**config.mk**
```make
export PLATFORM = sky130hd
export DESIGN_NAME = fixed_point_iterative_divider
export DESIGN_NICKNAME = d
export VERILOG_FILES = /design/src/rtl/fixed_point_iterative_divider.sv
export SDC_FILE = /design/constraint.sdc
export NUM_CORES = 1
export LEC_CHECK = 0
export CAP_MARGIN = 20
export CELL_PAD_IN_SITES_DETAIL_PLACEMENT = 2
export CELL_PAD_IN_SITES_GLOBAL_PLACEMENT = 2
export CORE_MARGIN = 5
export CORE_UTILIZATION = 35
export CTS_CLUSTER_SIZE = 12
export DETAILED_ROUTE_END_ITERATION = 12
export GPL_ROUTABILITY_DRIVEN = 0
export GPL_TIMING_DRIVEN = 1
export MAX_ROUTING_LAYER = met4
export PLACE_DENSITY = 0.85
export SETUP_SLACK_MARGIN = 0.05
export SLEW_MARGIN = 20
export SYNTH_ARGS = -nofsm -noshare
export SYNTH_HDL_FRONTEND = slang
export SYNTH_SLANG_ARGS = --single-unit
```
**constraint.sdc**
```tcl
create_clock -name clk -period 5.3 [get_ports clk]
set_clock_uncertainty 0.2 [all_clocks]
set_input_delay 1.06 -clock clk [delete_from_list [all_inputs] [get_ports clk]]
set_output_delay 1.06 -clock clk [all_outputs]
set_load 0.005 [all_outputs]
```
**src/rtl/fixed_point_iterative_divider.sv**
```systemverilog
// Iterative signed fixed-point divider, c = a / b, on Q(n-d).d two's-complement words.
// Restoring division on magnitudes, one quotient bit per cycle, behind a val/rdy handshake.
module fixed_point_iterative_divider #(
    parameter int n = 32,
    parameter int d = 16
) (
    input  logic         clk,
    input  logic         reset,
    input  logic         recv_val,
    output logic         recv_rdy,
    input  logic [n-1:0] a,
    input  logic [n-1:0] b,
    output logic         send_val,
    input  logic         send_rdy,
    output logic [n-1:0] c
);

    localparam int W  = n + d;
    localparam int CW = $clog2(W + 1);

    typedef enum logic [1:0] {
        S_IDLE = 2'b00,
        S_CALC = 2'b01,
        S_DONE = 2'b10
    } state_t;

    // Magnitude as unsigned n bits; the most-negative word maps onto 2^(n-1).
    function automatic logic [n-1:0] f_abs(input logic [n-1:0] x);
        logic [n-1:0] res;
        if (x[n-1]) begin
            res = ~x + {{(n-1){1'b0}}, 1'b1};
        end else begin
            res = x;
        end
        return res;
    endfunction

    state_t        r_state;
    state_t        w_state_nxt;
    logic [CW-1:0] r_cnt;
    logic [W-1:0]  r_dvd;
    logic [n:0]    r_rem;
    logic [n-1:0]  r_divs;
    logic          r_sign;
    logic          r_dz;
    logic          r_a_neg;
    logic [n-1:0]  r_c;
    logic          r_recv_rdy;
    logic          r_send_val;

    logic [n:0]    w_rem_shift;
    logic [n:0]    w_rem_sub;
    logic          w_q_bit;
    logic [n-1:0]  w_q_mag;
    logic [n-1:0]  w_c_nxt;

    assign recv_rdy = r_recv_rdy;
    assign send_val = r_send_val;
    assign c        = r_c;

    // State register.
    always_ff @(posedge clk or negedge reset) begin
        if (!reset) begin
            r_state <= S_IDLE;
        end else begin
            r_state <= w_state_nxt;
        end
    end

    // Next-state logic; the counter hitting zero marks the finalisation cycle.
    always_comb begin
        w_state_nxt = r_state;
        case (r_state)
            S_IDLE: begin
                if (recv_val) begin
                    w_state_nxt = S_CALC;
                end else begin
                    w_state_nxt = S_IDLE;
                end
            end
            S_CALC: begin
                if (r_cnt == {CW{1'b0}}) begin
                    w_state_nxt = S_DONE;
                end else begin
                    w_state_nxt = S_CALC;
                end
            end
            S_DONE: begin
                if (send_rdy) begin
                    w_state_nxt = S_IDLE;
                end else begin
                    w_state_nxt = S_DONE;
                end
            end
            default: begin
                w_state_nxt = S_IDLE;
            end
        endcase
    end

    // One restoring step: shift in the next dividend bit, subtract when it fits.
    always_comb begin
        w_rem_shift = {r_rem[n-1:0], r_dvd[W-1]};
        w_q_bit     = (w_rem_shift >= {1'b0, r_divs});
        if (w_q_bit) begin
            w_rem_sub = w_rem_shift - {1'b0, r_divs};
        end else begin
            w_rem_sub = w_rem_shift;
        end
    end

    // Result formatting: low n quotient bits, signed; divide-by-zero saturates on a's sign.
    always_comb begin
        w_q_mag = r_dvd[n-1:0];
        w_c_nxt = {n{1'b0}};
        if (r_dz) begin
            if (r_a_neg) begin
                w_c_nxt = {1'b1, {(n-1){1'b0}}};
            end else begin
                w_c_nxt = {1'b0, {(n-1){1'b1}}};
            end
        end else if (r_sign) begin
            w_c_nxt = ~w_q_mag + {{(n-1){1'b0}}, 1'b1};
        end else begin
            w_c_nxt = w_q_mag;
        end
    end

    // Datapath and registered handshake outputs. Dividend bits leave at the top of
    // r_dvd while quotient bits enter at the bottom, so r_dvd ends up holding Q.
    always_ff @(posedge clk or negedge reset) begin
        if (!reset) begin
            r_cnt      <= {CW{1'b0}};
            r_dvd      <= {W{1'b0}};
            r_rem      <= {(n+1){1'b0}};
            r_divs     <= {n{1'b0}};
            r_sign     <= 1'b0;
            r_dz       <= 1'b0;
            r_a_neg    <= 1'b0;
            r_c        <= {n{1'b0}};
            r_recv_rdy <= 1'b1;
            r_send_val <= 1'b0;
        end else begin
            r_recv_rdy <= (w_state_nxt == S_IDLE);
            r_send_val <= (w_state_nxt == S_DONE);
            case (r_state)
                S_IDLE: begin
                    if (recv_val) begin
                        r_dvd   <= W'(f_abs(a)) << d;
                        r_rem   <= {(n+1){1'b0}};
                        r_divs  <= f_abs(b);
                        r_sign  <= a[n-1] ^ b[n-1];
                        r_dz    <= (b == {n{1'b0}});
                        r_a_neg <= a[n-1];
                        r_cnt   <= CW'(W);
                    end
                end
                S_CALC: begin
                    if (r_cnt != {CW{1'b0}}) begin
                        r_rem <= w_rem_sub;
                        r_dvd <= {r_dvd[W-2:0], w_q_bit};
                        r_cnt <= r_cnt - {{(CW-1){1'b0}}, 1'b1};
                    end else begin
                        r_c <= w_c_nxt;
                    end
                end
                S_DONE: begin
                    r_c <= r_c;
                end
                default: begin
                    r_cnt <= {CW{1'b0}};
                end
            endcase
        end
    end

endmodule

```
* Word level (Yosys, flattened, before mapping) *
Cells that the tools add are included.

storage, ports and cells
  bits in registers = 157
  output and inout port bits = 34
  word-level logic and storage cells = 57

cells by class
  add/subtract/negate cells = 5
  magnitude comparators = 1
  equality and inequality tests = 5
  muxes and demuxes = 19
  bitwise logic cells = 6
  reductions and logical operators = 10

operator list
  kind                                              count
  two-way mux 32 bit                                8
  adder 32 x 1 -> 32 bit, second input constant     3
  two-way mux 48 bit                                2
  NOT 32 bit                                        3
  one-hot mux 48 bit (2 select lines)               1
  one-hot mux 32 bit (2 select lines)               1
  greater-or-equal comparator 33 x 32 -> 1 bit      1
  logical NOT 32 bit                                1
  subtractor 32 bit                                 1
  one-hot mux 6 bit (3 select lines)                1
  two-way mux 6 bit                                 2
  logical NOT 6 bit                                 1
  one-hot mux 2 bit (3 select lines)                1
  AND reduction 3 bit                               2
  nonzero test 6 bit                                1
  subtractor 6 x 1 -> 6 bit, second input constant  1
  == test 2 bit, second input constant              2
  logical NOT 2 bit                                 2
  two-way mux 2 bit                                 2
  inequality test 2 bit, second input constant      2
  AND reduction 2 bit                               2
  == test 2 x 1 -> 1 bit, second input constant     1
  NOT 1 bit                                         2
  nonzero test 2 bit                                1
  other kinds (2)                                   2

* Logic depth before layout (Yosys ltp) *
  word-level depth = 5
  gate-level depth with buffers = 12
  gate-level depth less buffers = 11

* Least setup slack after synthesis *
OpenSTA, ideal clock, no wires.

  path kind = input -> register
  from = in a[12]
  to = reg r_dvd[45]
  setup time = 94 ps
  data arrival time = 3592 ps
  required time = 5006 ps
  slack = 1414 ps
  stages on the path = 7
  cell sequence = or4_4 -> or4_4 -> or4_4 -> or4_4 -> o41ai_2 -> xor2_1 -> a211oi_1

on the way
  word-level cells in the longest chain between the ends = 5

ends and longest elaborated chain
  what                                 RTL line  RTL
  start: declaration                   11        input logic [n-1:0] a,
  NOT 32 bit                           31        res = ~x + {{(n-1){1'b0}}, 1'b1};
  adder 32 x 1 -> 32 bit               31
  two-way mux 32 bit                   30        if (x[n-1]) begin
  two-way mux 48 bit                   148       if (recv_val) begin
  one-hot mux 48 bit (2 select lines)  146       case (r_state)
  end signal: assignment               134       r_dvd <= {W{1'b0}};
  end signal: assignment               149       r_dvd <= W'(f_abs(a)) << d;
  end signal: assignment               161       r_dvd <= {r_dvd[W-2:0], w_q_bit};
  end: declaration                     41        logic [W-1:0] r_dvd;

No other way between the ends. The select of a mux whose other input is x is not followed.
A chain may end at the register's enable or synchronous reset.

* Worst setup path after layout *
  from = in a[10]
  to = reg r_dvd[45]

The elaborated chain is that of the path after synthesis.

==> out/results.tsv <==
metric	value	unit
clk_latency	0.44	ns
clk_pin_slew	0.07	ns
max_freq	241	MHz
rsz0062_at_grt	no	
route.detailed.drc	0	
start_kind	input port	
dieArea	0.0334	mm²
die_y	183	µm
io_pins	102	
final-seq-area	0.00393	mm²
synth_top_flop_cell	dfrtp_1	
synthDistinctLibCells	66	
multi_input_area	0.00604	mm²
fillCellCount	3292	
min_period	4.15	ns
p_leak	5.23	nW
fin_nets	1439	
cp-startpoint	a[10]	
overflow	0	
criticalPathCategory	input port to register	
hold_buffers	0	
cts_htree_levels	4	
holdPathStages	2	
vias	9961	
drt_iter0_markers	522	
grt_max_degree	97	
clock-sinks	157	
most-common-layout-cells	208 x nand2_1, 189 x o21ai_0, 156 x dfrtp_1, 100 x clkdlybuf4s50_1, 68 x nor2_1	
areaGrowthSynthToFinish	18.6	%
place_hpwl	26000	µm
netlist_instances	1273	
postRouteAntennaNets	0	
syn_avg_cell_area	8.20	µm²
cts_tree	built	
hold_viol	0	
wirelength	37300	µm
start_util	0.353	
antenna_cells	0	
cp.required	5.45	ns
hp-start	r_divs[13]	
final_util	0.419	
ys_ff_latch	157	
drv_cap	0	
cp-end-kind	register	
fin_setup_tns	0	ns
design.core.area	0.0296	mm²
grt_pass1_wl	60200	µm
placed_cells	1704	
grt_usage	0.229	
worst_pin_slew	1.00	ns
clk_path_buf_depth	2	
vias_per_cell	5.74	
cts_setup_buffers	0	
power_density	731	mW/mm²
rows	63	
hold_class	register to register	
routedWlPerCell	21.5	µm
first_global_vias	11000	
p_total	0.00905	W
max_slew_margin	0.328	
ys_seq_area_frac	0.377	
arrival	4.30	ns
status	finished clean	
worst_ir_drop_vdd	0.341	mV
syn-num-nets	1379	
cts_buffers	17	
drt-pass1-iter-count	5	
post_cts_resized	0	
timing.final.crit_share	0.783	
hold_end	r_divs[13]	
drv_slew	0	
async_reset_ff_frac	1.00	
antenna_found_initial	0	
finalSetupViolations	0	
r2r-start	r_rem[25]	
worst-path-max-fanout	5	
r2r_cells	9	
cts_root_buf	clkbuf_16	
rrSetupSlack	1.31	ns
io_buffers	101	
fin_cells	1736	
dieWidth	183	µm
final_common_cell	nand2_1	
yosysWarnings	0	
layout-drive-gt1-share	0.0557	
r2r_end	r_rem[27]	
synth_edf_count	0	
synthesis.area	0.0104	mm²
==> registers in the layout, summed over array words and instances, names as in the netlist <==
register and cells:
r_dz 1, send_val 1, r_cnt 6, r_state 2, c 32, r_rem 32, r_a_neg 1, r_sign 1
r_dvd 48, recv_rdy 1, r_divs 32
==> final cells by class <==
class / count / share of cell area
inverter: 53 / 0.0161
timing repair buffer: 117 / 0.0925
tap: 390 / 0.0394
clock buffer: 18 / 0.0355
sequential: 157 / 0.317
clock inverter: 14 / 0.0109
multi-input combinational: 987 / 0.488
==> Yosys cell counts (all sizes together), types with 9 or more instances <==
cell type,count,area share
nand2,209,0.075
o21ai,195,0.094
dfrtp,156,0.37
nor2,71,0.026
clkbuf,68,0.024
xnor2,59,0.050
xor2,54,0.045
a21oi,52,0.025
inv,52,0.019
ha,37,0.044
o211ai,28,0.020
o31ai,28,0.020
nand3,23,0.011
nor3,22,0.011
a21o,21,0.015
or4,21,0.017
o41ai,16,0.015
or3,15,0.0095
a31oi,14,0.0084
and3,13,0.0078
nand2b,11,0.0066
nand4,9,0.0054
==> cell families after synthesis <==
logic type      after synthesis  share of synthesized area
buf+inv                     129                     0.0465
xor+xnor                    113                     0.0948
fa+ha+maj                    38                     0.0463
compound gates              403                      0.237
flops                       157                      0.377
mux                           6                    0.00635
simple gates                427                      0.192
==> report_power, final <==
part	total, W	internal [W]	leakage, nW	switching (W)
clock network	0.00123	0.000668	0.273	0.000564
registers	0.00233	0.00179	1.96	0.000537
logic	0.00549	0.00216	2.99	0.00333
==> per-stage QoR <==
stage	hold WS, ns	setup slack, ns	cell area, µm²
2_1_floorplan	0.245	1.41	10400
3_3_place_gp	0.262	0.824	11800
3_5_place_dp	0.271	0.707	11800
4_1_cts	0.286	1.15	12400
5_1_grt	0.310	0.932	12400
6_report	0.284	1.15	12400
==> routing by layer <==
metal | track usage | routed length [µm] | vias to the layer above
li1 | - | - | 4640
met1 | 0.267 | 16000 | 5074
met5 | - | 0 | -
met4 | 0.0672 | 1020 | 0
met3 | 0.0349 | 1190 | 60
met2 | 0.408 | 19100 | 187
==> how the worst max path moves through the flow <==
stage / to / slack (ns) / depth (start not counted)
final: r_dvd[45] / 1.15 / 8
after global routing: r_dvd[40] / 0.93 / 11
after CTS: r_dvd[45] / 1.15 / 8
after detailed placement: r_dvd[45] / 0.71 / 8
after global placement: r_dvd[45] / 0.82 / 8
after floorplan: r_dvd[45] / 1.41 / 7
==> worst max-delay path, cell delays in order <==
cell and delay, ns:
clkdlybuf4s50_1 0.51, or4_4 0.54, or4_4 0.47, or4_4 0.57, or4_4 0.53, o41ai_2 0.25, xor2_1 0.12, a211oi_1 0.25
Power figures use the tool's default switching activity.
